==> config.mk <==
export PLATFORM = sky130hd
export DESIGN_NAME = if_fetch_unit_flat
export DESIGN_NICKNAME = d
export VERILOG_FILES = /design/src/rtl/if_fetch_unit_if.sv /design/src/rtl/if_fetch_unit.sv /design/src/flat_wrapper.sv
export SDC_FILE = /design/constraint.sdc
export NUM_CORES = 1
export LEC_CHECK = 0
export CAP_MARGIN = 5
export CORE_MARGIN = 2
export CORE_UTILIZATION = 45
export CTS_BUF_LIST = sky130_fd_sc_hd__clkbuf_4 sky130_fd_sc_hd__clkbuf_8
export CTS_CLUSTER_SIZE = 28
export DETAILED_ROUTE_END_ITERATION = 8
export DONT_BUFFER_PORTS = 1
export MAX_ROUTING_LAYER = met4
export PLACE_DENSITY_LB_ADDON = 0.25
export SLEW_MARGIN = 20
export SYNTH_ARGS = -nofsm -noshare
export SYNTH_HDL_FRONTEND = slang
export SYNTH_SLANG_ARGS = --single-unit
==> constraint.sdc <==
create_clock -name clk -period 7.3 [get_ports clk]
set_clock_uncertainty 0.2 [all_clocks]
set_input_delay 1.46 -clock clk [delete_from_list [all_inputs] [get_ports clk]]
set_output_delay 1.46 -clock clk [all_outputs]
set_load 0.01 [all_outputs]
==> src/rtl/if_fetch_unit_if.sv <==
// Instruction-memory request/acknowledge bus between the fetch unit and imem.
interface if_fetch_unit_if;
  logic        req;
  logic [31:0] addr;
  logic        ack;
  logic [31:0] rdata;

  // Fetch unit side
  modport master (
    output req,
    output addr,
    input  ack,
    input  rdata
  );

  // Instruction memory side
  modport slave (
    input  req,
    input  addr,
    output ack,
    output rdata
  );
endinterface

==> src/rtl/if_fetch_unit.sv <==
// Instruction-fetch stage: owns the PC, talks to imem over a req/ack bus and
// produces pc/instructions/xiaoc for the IF/ID register. Honours the ID
// load-use stall and branch/jump redirects resolved in ID.
module if_fetch_unit #(
  parameter logic [31:0] RESET_PC = 32'h0000_3000
) (
  input  logic                   clk,
  input  logic                   rst,
  input  logic                   loaduse,
  input  logic                   br_taken,
  input  logic [31:0]            br_target,
  input  logic                   jmp_en,
  input  logic [31:0]            jmp_target,
  if_fetch_unit_if.master        imem,
  output logic [31:0]            pc,
  output logic [31:0]            instructions,
  output logic                   xiaoc
);

  typedef enum logic [1:0] {StFetch, StWait, StDrop, StHold} state_e;

  state_e      state_q;
  logic [31:0] pc_f_q;       // address of the next instruction to fetch
  logic [31:0] drop_addr_q;  // address of the in-flight wrong-path request
  logic [31:0] hold_pc_q;    // word captured while ID was stalled
  logic [31:0] hold_instr_q;

  logic        redir;
  logic [31:0] target;

  // Redirect decode; jumps win over branches, nothing redirects during a stall
  always_comb begin
    redir  = (jmp_en | br_taken) & ~loaduse;
    target = jmp_en ? jmp_target : br_target;
  end

  // Bus drive: no request during reset or while a stalled word is buffered
  always_comb begin
    imem.req  = ~rst & (state_q != StHold);
    imem.addr = (state_q == StDrop) ? drop_addr_q : pc_f_q;
  end

  // Fetch state machine with registered IF/ID outputs
  always_ff @(posedge clk) begin
    if (rst) begin
      state_q      <= StFetch;
      pc_f_q       <= RESET_PC;
      drop_addr_q  <= 32'h0;
      hold_pc_q    <= 32'h0;
      hold_instr_q <= 32'h0;
      pc           <= 32'h0;
      instructions <= 32'h0;
      xiaoc        <= 1'b1;
    end else begin
      unique case (state_q)
        StFetch, StWait: begin
          if (loaduse) begin
            // IF outputs frozen; park an arriving word until the stall lifts
            if (imem.ack) begin
              hold_pc_q    <= pc_f_q;
              hold_instr_q <= imem.rdata;
              pc_f_q       <= pc_f_q + 32'd4;
              state_q      <= StHold;
            end
          end else if (redir) begin
            pc_f_q <= target;
            xiaoc  <= 1'b1;
            if (imem.ack) begin
              state_q <= StFetch;
            end else begin
              // The outstanding request must complete before the new fetch
              drop_addr_q <= pc_f_q;
              state_q     <= StDrop;
            end
          end else if (imem.ack) begin
            pc           <= pc_f_q;
            instructions <= imem.rdata;
            xiaoc        <= 1'b0;
            pc_f_q       <= pc_f_q + 32'd4;
            state_q      <= StFetch;
          end else begin
            xiaoc   <= 1'b1;
            state_q <= StWait;
          end
        end
        StDrop: begin
          xiaoc <= 1'b1;
          if (redir) begin
            pc_f_q <= target;
          end
          if (imem.ack) begin
            state_q <= StFetch;
          end
        end
        StHold: begin
          if (!loaduse) begin
            if (redir) begin
              pc_f_q <= target;
              xiaoc  <= 1'b1;
            end else begin
              pc           <= hold_pc_q;
              instructions <= hold_instr_q;
              xiaoc        <= 1'b0;
            end
            state_q <= StFetch;
          end
        end
        default: state_q <= StFetch;
      endcase
    end
  end

endmodule

==> src/flat_wrapper.sv <==
// flat-port wrapper written by rule: the top's interface ports become plain ports
module if_fetch_unit_flat 
#(
  parameter logic [31:0] RESET_PC = 32'h0000_3000
)
  (clk, rst, loaduse, br_taken, br_target, jmp_en, jmp_target, pc, instructions, xiaoc, imem_req, imem_addr, imem_ack, imem_rdata);
  if_fetch_unit_if imem_i ();
  input  logic clk;
  input  logic rst;
  input  logic loaduse;
  input  logic br_taken;
  input  logic [31:0] br_target;
  input  logic jmp_en;
  input  logic [31:0] jmp_target;
  output logic [31:0] pc;
  output logic [31:0] instructions;
  output logic xiaoc;
  output wire logic [$bits(imem_i.req)-1:0] imem_req;
  output wire logic [$bits(imem_i.addr)-1:0] imem_addr;
  input wire logic [$bits(imem_i.ack)-1:0] imem_ack;
  input wire logic [$bits(imem_i.rdata)-1:0] imem_rdata;
  assign imem_req = imem_i.req;
  assign imem_addr = imem_i.addr;
  assign imem_i.ack = imem_ack;
  assign imem_i.rdata = imem_rdata;
  if_fetch_unit #(.RESET_PC(RESET_PC)) u_core (.clk(clk), .rst(rst), .loaduse(loaduse), .br_taken(br_taken), .br_target(br_target), .jmp_en(jmp_en), .jmp_target(jmp_target), .imem(imem_i), .pc(pc), .instructions(instructions), .xiaoc(xiaoc));
endmodule
After elaboration in Yosys (flattened, before gate mapping) --
Index checks and enable logic that the tools add are counted.
Storage, ports and cells: input port bits 102, bits in registers 195, output and inout bits 98, word-level logic and storage cells 68
Operators by class: bitwise operators 6, muxes and demuxes 34, add/subtract/negate cells 1, eq/ne operators 11, reduce and logical (&&, ||, !) cells 8
Operators with widths (number):
- $mux W32 | 17
- $pmux W32 S2 | 2
- $pmux W32 S3 | 1
- $add A32 B3 Y32 const B | 1
- $ne A2 B2 Y1 const B | 7
- $mux W2 | 6
- $mux W1 | 6
- $pmux W2 S3 | 1
- $reduce_and A3 Y1 | 2
- $reduce_and A6 Y1 | 1
- $eq A2 B2 Y1 const B | 2
- $reduce_and A4 Y1 | 1
- $ne A3 B3 Y1 const B | 1
- $not A1 Y1 | 3
- $pmux W1 S3 | 1
- $and A1 B1 Y1 | 2
- $eq A2 B1 Y1 const B | 1
- $logic_not A2 Y1 | 1
- $reduce_and A2 Y1 | 1
- $reduce_bool A2 Y1 | 1
- $reduce_or A2 Y1 | 1
- $or A1 B1 Y1 | 1

Logic depth before layout (Yosys ltp) --
Gate-level depths: netlist of run 1.
depth after elaboration 5, mapped depth 9, depth with buffers taken out 6

Worst setup path after synthesis of run 1 --
OpenSTA, ideal clock, no wires.
path kind input port to output port, start input port rst, end output port imem_req, data required time 5.640 ns, path buffers 2, setup slack 3.546 ns, stages on the path 3, arrival time 2.094 ns, cells stage by stage clkbuf_1 clkbuf_1 a21oi_1
Between the ends: longest elaborated chain between the ends 2
RTL lines:
- from (decl) | line flat_wrapper.sv:9 | input logic rst;
- $not A1 Y1 | line if_fetch_unit.sv:39 | imem.req = ~rst & (state_q != StHold);
- $and A1 B1 Y1 | line if_fetch_unit.sv:39
- to (decl) | line flat_wrapper.sv:18 | output wire logic [$bits(imem_i.req)-1:0] imem_req;
No other way between the ends.

Final worst setup path of run 1 --
start register u_core.state_q[1], end output port imem_addr[30]
Between the ends: longest elaborated chain between the ends 2
RTL lines:
- from (decl) | line if_fetch_unit.sv:22 | state_e state_q;
- from (signal assigned) | line if_fetch_unit.sv:46 | state_q <= StFetch;
- from (signal assigned) | line if_fetch_unit.sv:63 | state_q <= StHold;
- from (signal assigned) | line if_fetch_unit.sv:69 | state_q <= StFetch;
- $eq A2 B2 Y1 | line if_fetch_unit.sv:40 | imem.addr = (state_q == StDrop) ? drop_addr_q : pc_f_q;
- $mux W32 | line if_fetch_unit.sv:40
- to (decl) | line flat_wrapper.sv:19 | output wire logic [$bits(imem_i.addr)-1:0] imem_addr;
No other way between the ends.

==> results of run 1 <==
==> power by group <==
group | internal, W | leakage [nW] | switching, W
registers | 0.00111 | 1.59 | 0.0000566
clock network | 0.000321 | 0.210 | 0.000420
logic | 0.0000774 | 1.17 | 0.000136
==> tightest hold or removal path: stages, from the launching register on <==
cell	delay [ns]
dfxtp_1	0.32
nand2_1	0.05
a21oi_1	0.05
==> flip-flops by register name (all words and copies together) (netlist names) <==
name                 cells
u_core.xiaoc             1
u_core.state_q           2
u_core.drop_addr_q      32
u_core.instructions     32
u_core.pc               32
u_core.pc_f_q           32
u_core.hold_instr_q     32
u_core.hold_pc_q        32
==> worst min path at each step <==
stage,start,slack (ns),to
2_1_floorplan,u_core.drop_addr_q[0],0.23,u_core.drop_addr_q[0]
3_3_place_gp,u_core.drop_addr_q[19],0.23,u_core.drop_addr_q[19]
3_5_place_dp,u_core.drop_addr_q[12],0.24,u_core.drop_addr_q[12]
4_1_cts,u_core.drop_addr_q[4],0.25,u_core.drop_addr_q[4]
5_1_grt,u_core.drop_addr_q[17],0.27,u_core.drop_addr_q[17]
6_report,u_core.drop_addr_q[17],0.25,u_core.drop_addr_q[17]
==> routing by layer <==
layer	global-route usage	share of wire	vias up
met5	-	0	-
met4	0.04752	0.0098	0
met3	0.06088	0.083	19
met2	0.3431	0.45	258
met1	0.3078	0.46	3351
li1	-	-	3672
==> cell usage after synthesis, drive strengths merged (6+ instances only) <==
cell type,instances,area share
a211oi,42,0.035
nand4,10,0.0087
nor2b,21,0.015
xnor2,8,0.0078
nand2,274,0.12
dfxtp,195,0.44
clkbuf,82,0.038
or3,6,0.0042
o21ai,6,0.0034
a21oi,103,0.058
nand3,73,0.041
nor2,81,0.034
mux2i,12,0.013
nor3,6,0.0039
o22ai,6,0.0042
a311oi,68,0.067
xor2,15,0.015
buf,28,0.022
mux2,30,0.038
nor4,6,0.0073
==> cell type report <==
| type | instances | area (um^2) |
|---|---|---|
| Clock inverter | 15 | 187.7 |
| Fill cell | 1937 | 10280 |
| Sequential cell | 195 | 3906 |
| Multi-Input combinational cell | 792 | 4428 |
| Timing Repair Buffer | 10 | 75.07 |
| Tap cell | 265 | 331.6 |
| Inverter | 4 | 15.01 |
| Clock buffer | 17 | 234.0 |
==> stage by stage <==
step                std cells  instance area (um^2)  setup slack, ns    util  total power [W]
CTS                      1298                  9175            3.457  0.4714         0.002151
floorplan                1104                  8929            3.546       -         0.001380
global placement         1266                  8753            3.675  0.4498         0.001404
global route             1298                  9178            3.423  0.4716         0.002218
detailed placement       1266                  8753            3.635  0.4498         0.001407
finish                   1298                  9178            3.505  0.4716         0.002121
==> cell families (layout without fill, tap and decap cells) <==
kind of cell	Yosys count	after routing	synth area share
AOI/OAI and AO/OA	231	231	0.1725
buffers and inverters	117	46	0.06993
DFF	195	195	0.4372
muxes	42	42	0.05129
adders and majority gates	1	1	0.001401
and+or+nand+nor	495	495	0.2451
xor gates and xnor gates	23	23	0.02256
==> results by group, run 1 <==
Setup path
  – Worst path top cell family by delay: simple AND/OR/NAND/NOR gates
  – Crit Path Category: reg -> out
  – Critical Path Sink Type: output pin
  – CP Depth: 2
  – Worst path max stage delay: 0.85 ns
  – CP required: 5.64 ns
  – Setup crit start kind: flop
  – R2R Path End: u_core.instructions[31]
  – Cells on worst reg2reg path: 7
  – CP cell instances: nor2b_4 -> mux2_2
  – Worst reg2reg path startpoint: u_core.state_q[1]
  – CP Buf/Inv Count: 0
  – CP max FO: 35
  – Worst Setup SP: u_core.state_q[1]
  – CP Capture Point: imem_addr[30]
  – Worst EP arrival: between 2 and 2.5 ns
  – Flop-to-flop setup slack: 4.32 ns
  – Crit-path slowest cell: nor2b_4

Hold path
  – Hold Path Class: reg -> reg
  – Hold path depth: 2

Job
  – Max Cap Viol: 0

Cells and area
  – # diodes: 0
  – Nets: 1123
  – Share of layout cells above drive strength 1: 0.08616
  – Most frequent cells in the layout: 272 x nand2_1, 193 x dfxtp_1, 103 x a21oi_1, 80 x nor2_1, 73 x nand3_1
  – Commonest non-fill, non-tap cell in the layout: nand2_1
  – Layout area overhead: 2.789%

STA
  – Slew margin rel.: 0.2326
  – Peak Freq: 263.5 MHz
  – Pins Over Slew Limit: 0
  – Final Hold Fails: 0
  – Slew @ Worst Pin: between 1 and 1.5 ns
  – Worst hold margin: 0.2543 ns
  – # setup viols final: 0
  – Post-layout min period: between 3 and 4 ns
  – Final period utilization: 0.5199
  – Post-route setup TNS: 0 ns
  – RSZ-0062 raised after global routing: no

Global routing
  – GRT Util Overall: 0.2275
  – Gr ovfl total: 0
  – Initial antenna violation count: 0
  – Vias in the first global route: 6374
  – Largest net degree at the start of global routing: 194
  – First-pass GRT wire length: 36050 um

Synth
  – FF+latch count, synth: 195
  – Seq/Total Area, Yosys: 0.4372
  – Async SR Flop Fraction: 0
  – Post-synthesis cell type count: a little over 50
  – EDFF count, synth: 0
  – Yosys warns: 0
  – Mean Syn Cell Area: between 8 and 9 um^2
  – Mapped cell area: around 8900 um^2
  – Main synth FF type: dfxtp_1
  – Post-synth net total: 1207
  – Post-Syn Instances: 1104

CTS
  – CTS Hold Bufs: 0
  – CTS root buffer: clkbuf_8
  – Post-CTS sizing: 0
  – CTS tree: yes
  – CTS sink cnt: approximately 200
  – Clock Path Buffers: 2
  – Postcts setup bufs: 0
  – Clock latency on the worst-skew pair: 0.47 ns
  – Number of H-tree levels: 4
  – CTS clk-pin slew, worst paths: roughly 0.1 ns
  – Num CTS Buffers: 17

Power
  – Peak VDD IR: 0.0001006 V
  – Power Dens Cells: 231.1 nW/um^2
  – LEAKAGE: 2.968 nW

Floorplan
  – Die H: 144.9 um
  – Core area: 19460 um^2
  – Die width: between 100 and 150 um
  – IO Pins: 200
  – Row cnt: 51
  – Initial core utilization: 0.4588
  – Die area: 20980 um^2

Drt
  – Vias per cell: 5.624
  – DRT iter0 DRCs: 441
  – Drt pass-1 iters: 5
  – Post-route antenna net violation count: 0
  – DR DRC count: 0
  – WL final: about 23000 um
  – Vias: 7300
  – Routed length per instance: 18.08 um

Placement
  – Gpl congestion: ~0.8
  – PortBufs: 0
  – Dpl hpwl: 14470 um

Outcome
  – Status: completed
Power figures use the tool's default switching activity.
==> inputs of run 2 (changes only) <==
Clock period 7.3 ns to 3.8 ns, I/O delays scaled along.
==> run 2 against run 1 <==
  * Sequential cell count is the same
  * Global-route usage grew 0.20 points
  * Clock power grew 93%
  * Non-clock buffer count grew 3
  * Critical path depth grew 1
  * Routed wire length grew 0.66%
  * Largest power group unchanged
  * Power grew 93%
  * Sequential share of layout area shrank 0.34 points
  * Hold slack lost 0.095 ns
==> results by group, run 2 (synthesis results as in run 1) <==
Floorplan
  – Die area: 20980 um^2
  – Core area: roughly 20000 um^2
  – IO Pins: 200
  – Die width: 144.9 um
  – Initial core utilization: 0.4588
  – Die H: 144.9 um
  – Row cnt: 51

Placement
  – Area after DPL: 8826 um^2
  – Dpl hpwl: roughly 15000 um
  – DP Worst Slack: between 0.9 and 1 ns
  – Gpl congestion: 0.8101
  – PortBufs: 0

Power
  – Power Dens Cells: around 440 nW/um^2
  – Reg power frac: 0.548
  – Final Power: 0.004088 W
  – Switching Fraction: 0.2694
  – Clock share of power: 0.349
  – Combinational power share: 0.103
  – Switch Pwr: 0.001101 W
  – LEAKAGE: 3.011 nW
  – Peak VDD IR: 0.0002424 V
  – P_int: 0.002987 W

STA
  – Final worst slack: a little over 0.8 ns
  – Slew @ Worst Pin: 0.9218 ns
  – Pins Over Slew Limit: 0
  – Post-layout min period: 2.968 ns
  – Peak Freq: 336.9 MHz
  – Post-route setup TNS: 0 ns
  – Slew margin rel.: 0.3807
  – Final period utilization: 0.7812
  – # setup viols final: 0
  – Final Hold Fails: 0
  – RSZ-0062 raised after global routing: no

Cells and area
  – Nets: 1126
  – Util after Layout: 0.4753
  – Layout area overhead: 3.615%
  – Most frequent cells in the layout: 272 x nand2_1, 193 x dfxtp_1, 103 x a21oi_1, 81 x nor2_1, 73 x nand3_1
  – Commonest non-fill, non-tap cell in the layout: nand2_1
  – Register area: 3906 um^2
  – Final Cell Area: 9251 um^2
  – Footprint of the multi-input gates: 4425 um^2
  – Share of layout cells above drive strength 1: 0.08784
  – Fill cells: 1920

Drt
  – Post-route antenna net violation count: 0
  – DR DRC count: 0
  – DRT iter0 DRCs: about 510
  – Drt pass-1 iters: 4
  – WL final: 23630 um
  – Vias per cell: ~5.7
  – Routed length per instance: approximately 18 um
  – Vias: 7377

Setup path
  – Worst path max stage delay: 0.58 ns
  – CP Buf/Inv Count: 1
  – R2R Path End: u_core.pc[13]
  – Worst path top cell family by delay: simple AND/OR/NAND/NOR gates
  – Crit Path Category: reg -> out
  – CP max FO: 19
  – CP cell instances: nor2b_4 -> buf_12 -> mux2_2
  – Worst Setup SP: u_core.state_q[1]
  – CP required: approximately 2.8 ns
  – Cells on worst reg2reg path: 6
  – Worst reg2reg path startpoint: u_core.state_q[0]
  – Setup crit start kind: flop
  – Flop-to-flop setup slack: about 1.1 ns
  – Worst EP arrival: about 2 ns
  – CP Depth: 3
  – Critical Path Sink Type: output pin
  – CP Capture Point: imem_addr[24]
  – Crit-path slowest cell: nor2b_4

Global routing
  – Vias in the first global route: 6567
  – First-pass GRT wire length: between 30000 and 40000 um
  – Largest net degree at the start of global routing: 194
  – Initial antenna violation count: 1
  – Gr ovfl total: 0
  – GRT Util Overall: 0.2295

Hold path
  – Hold path depth: 1
  – Hold Path Class: in -> reg

CTS
  – CTS clk-pin slew, worst paths: 0.10 ns
  – Post-CTS sizing: 0
  – CTS root buffer: clkbuf_8
  – CTS sink cnt: 195
  – Num CTS Buffers: 17
  – CTS tree: yes
  – Clock Path Buffers: 2
  – Clock latency on the worst-skew pair: 0.46 ns
  – Postcts setup bufs: 0
  – CTS Hold Bufs: 0
  – Number of H-tree levels: 4

Outcome
  – Status: completed

Job
  – Max Cap Viol: 0
==> run 2: cell count changes in the layout (fill, tap and decap cells not counted), moves of 2 or more <==
| cell | before | now |
|---|---|---|
| buf_12 | 0 | 4 |
| inv_6 | 4 | 2 |
| clkinv_2 | 0 | 4 |
| inv_8 | 3 | 0 |
| clkbuf_8 | 17 | 19 |
==> run 2: power by group through the flow <==
| stage | Sequential (W) | Combinational (W) | Clock [W] |
|---|---|---|---|
| after floorplan | 0.00223 | 0.000417 | 0 |
| after global placement | 0.00229 | 0.000417 | 0 |
| after detailed placement | 0.00229 | 0.000423 | 0 |
| after CTS | 0.00224 | 0.000424 | 0.00147 |
| after global routing | 0.00226 | 0.000467 | 0.00154 |
| final | 0.00224 | 0.000419 | 0.00143 |
==> run 2: worst register-to-register path, delay by kind of cell, from the launching register on <==
kind,cells,cell delay [ns]
AND/OR/NAND/NOR,2,0.34
flip-flops,1,0.36
buffers and inverters,2,1.29
AO/OA/AOI/OAI,2,0.44
==> run 2: per-layer routing <==
layer  track usage  part of all wire  vias to the layer above
li1              -                 -                     3671
met1        0.3084              0.46                     3476
met2        0.3443              0.46                      207
met3       0.05923             0.072                       23
met4       0.06132             0.014                        0
met5             -                 0                        -
==> run 2: cell type report <==
cell class | count | area share
Multi-Input combinational cell | 792 | 0.4784
Sequential cell | 195 | 0.4222
Tap cell | 265 | 0.03584
Clock buffer | 20 | 0.02908
Clock inverter | 12 | 0.01664
Timing Repair Buffer | 13 | 0.01596
Inverter | 4 | 0.001623
Antenna cell | 1 | 0.0002705
==> run 2: stage by stage <==
| step | hold slack [ns] | std cells |
|---|---|---|
| 4_1_cts | 0.1345 | 1301 |
| 2_1_floorplan | 0.2329 | 1104 |
| 6_report | 0.1592 | 1302 |
| 5_1_grt | 0.1251 | 1302 |
| 3_5_place_dp | 0.2390 | 1269 |
| 3_3_place_gp | 0.2330 | 1269 |
==> run 2: worst min path at each step <==
stage,slack [ns],from,endpoint
final,0.16,rst,u_core.drop_addr_q[20]
after global routing,0.13,rst,u_core.drop_addr_q[20]
after CTS,0.13,rst,u_core.drop_addr_q[22]
after detailed placement,0.24,u_core.drop_addr_q[4],u_core.drop_addr_q[4]
after global placement,0.23,u_core.drop_addr_q[23],u_core.drop_addr_q[23]
after floorplan,0.23,u_core.drop_addr_q[0],u_core.drop_addr_q[0]
==> inputs of run 3 (changes only) <==
Clock period 3.8 ns to 2.6 ns, I/O delays scaled along.
==> run 3 against run 2 <==
  * First-iteration DRC count decreased by 1.2%
  * Global-route usage increased by 3.0 points
  * Clock power increased by 35%
  * Power increased by 48%
  * Non-clock buffer count increased by 147
  * Largest cell class unchanged
==> results by group, run 3 (synthesis results as in run 1) <==
Cells and area
  – Commonest non-fill, non-tap cell in the layout: nand2_1
  – Layout area overhead: 19.58%
  – Share of layout cells above drive strength 1: 0.1031
  – # diodes: 0
  – Register area: 3910 um^2
  – Footprint of the multi-input gates: between 4000 and 5000 um^2
  – Most frequent cells in the layout: 272 x nand2_1, 192 x dfxtp_1, 119 x dlygate4sd3_1, 103 x a21oi_1, 81 x nor2_1
  – Nets: 1273
  – Fill cells: 1836
  – Util after Layout: 0.5486

Global routing
  – Initial antenna violation count: 0
  – Largest net degree at the start of global routing: roughly 100
  – Vias in the first global route: approximately 7600
  – First-pass GRT wire length: 41010 um
  – Gr ovfl total: 0
  – GRT Util Overall: 0.2596

Setup path
  – Crit-path slowest cell: dfxtp_4
  – Worst EP arrival: 1.79 ns
  – Critical Path Sink Type: output pin
  – Flop-to-flop setup slack: 0.09 ns
  – R2R Path End: u_core.pc_f_q[21]
  – Crit Path Category: reg -> out
  – Cells on worst reg2reg path: 7
  – CP cell instances: nor2b_4 -> buf_6 -> mux2_2
  – CP max FO: 17
  – Worst path max stage delay: 0.43 ns
  – Worst reg2reg path startpoint: u_core.pc_f_q[11]
  – CP required: 1.88 ns
  – Setup crit start kind: flop

Floorplan
  – Die width: around 140 um
  – Die area: 20980 um^2
  – Die H: 144.9 um
  – Core area: 19460 um^2
  – IO Pins: 200
  – Row cnt: 51
  – Initial core utilization: 0.4588

STA
  – Post-route setup TNS: 0 ns
  – Peak Freq: 397.6 MHz
  – Post-layout min period: 2.515 ns
  – Final worst slack: 0.08510 ns
  – # setup viols final: 0
  – RSZ-0062 raised after global routing: no
  – Final Hold Fails: 0
  – Final period utilization: 0.9673
  – Slew margin rel.: 0.5142
  – Pins Over Slew Limit: 0
  – Slew @ Worst Pin: 0.7287 ns

Drt
  – Post-route antenna net violation count: 0
  – DRT iter0 DRCs: 500
  – Vias per cell: around 5.6
  – Vias: 8116
  – Drt pass-1 iters: 5
  – WL final: between 20000 and 30000 um
  – DR DRC count: 0
  – Routed length per instance: ~18 um

Power
  – LEAKAGE: roughly 3.9 nW
  – Peak VDD IR: 0.0003316 V
  – Power Dens Cells: 564.8 nW/um^2

CTS
  – Clock latency on the worst-skew pair: 0.48 ns
  – CTS tree: yes
  – CTS sink cnt: 195
  – Num CTS Buffers: 17
  – CTS root buffer: clkbuf_8
  – CTS clk-pin slew, worst paths: approximately 0.10 ns
  – Number of H-tree levels: 4
  – Clock Path Buffers: 2

Placement
  – DP Worst Slack: 0.3788 ns
  – Dpl hpwl: 15510 um
  – PortBufs: 0
  – Gpl congestion: 0.8070

Job
  – Max Cap Viol: 0

Hold path
  – Hold endpoint: u_core.pc_f_q[22]
  – Hold Path Class: in -> reg
  – Worst hold start: loaduse
  – Hold path depth: 2

Outcome
  – Status: completed
## run 3: cell type report
type,instances,share of cell area
well taps,265,0.03106
clock inverters,15,0.01313
repair buffers,160,0.1508
multi-input cells,792,0.4154
clock buffers,17,0.02191
inverters,4,0.001406
flip-flops and latches,195,0.3662
## run 3: worst max path at each step
stage / to / cells after the start / slack (ns) / start
floorplan: imem_addr[0] / 5 / 0.09 / u_core.state_q[1]
global placement: imem_addr[0] / 3 / 0.39 / u_core.state_q[0]
detailed placement: u_core.pc_f_q[14] / 4 / 0.38 / u_core.pc_f_q[7]
CTS: u_core.pc_f_q[21] / 7 / 0.02 / u_core.pc_f_q[7]
global route: u_core.pc_f_q[21] / 7 / 0.006 / u_core.pc_f_q[11]
finish: imem_addr[0] / 3 / 0.09 / u_core.state_q[0]
## run 3: routing by layer
metal	part of all wire	GRT usage	vias up
li1	-	-	3958
met1	0.43	0.3231	3850
met2	0.48	0.4163	273
met3	0.070	0.05923	35
met4	0.023	0.08942	0
met5	0	-	-
## run 3: where the power goes
part           internal (W)  switching (W)
sequential          0.00312       0.000136
clock              0.000709        0.00122
combinational      0.000369       0.000483
## run 3: worst max-delay path, delay by kind of cell, from the launching register on
family,cells,cell delay [ns]
buf+inv,1,0.23
mux,1,0.39
simple gates,1,0.26
flops,1,0.43
## run 3: timing repair
action | CTS | global route
endpoints found under the setup margin | 24 | 22
setup buffers | 2 | 1
gates resized for setup | 1 | 5
hold endpoints to repair | 189 | 0
hold buffers | 120 | 0
pin swaps | 0 | 1
## run 3: per-stage QoR
step / hold slack, ns / cell area [um^2] / instances / power, W
global placement: 0.2324 / 9044 / 1293 / 0.004003
finish: 0.03098 / 10680 / 1448 / 0.006030
CTS: 0.01268 / 10660 / 1447 / 0.006067
detailed placement: 0.2396 / 9044 / 1293 / 0.004014
floorplan: 0.2329 / 8929 / 1104 / 0.003874
global route: 0.03752 / 10680 / 1448 / 0.006294
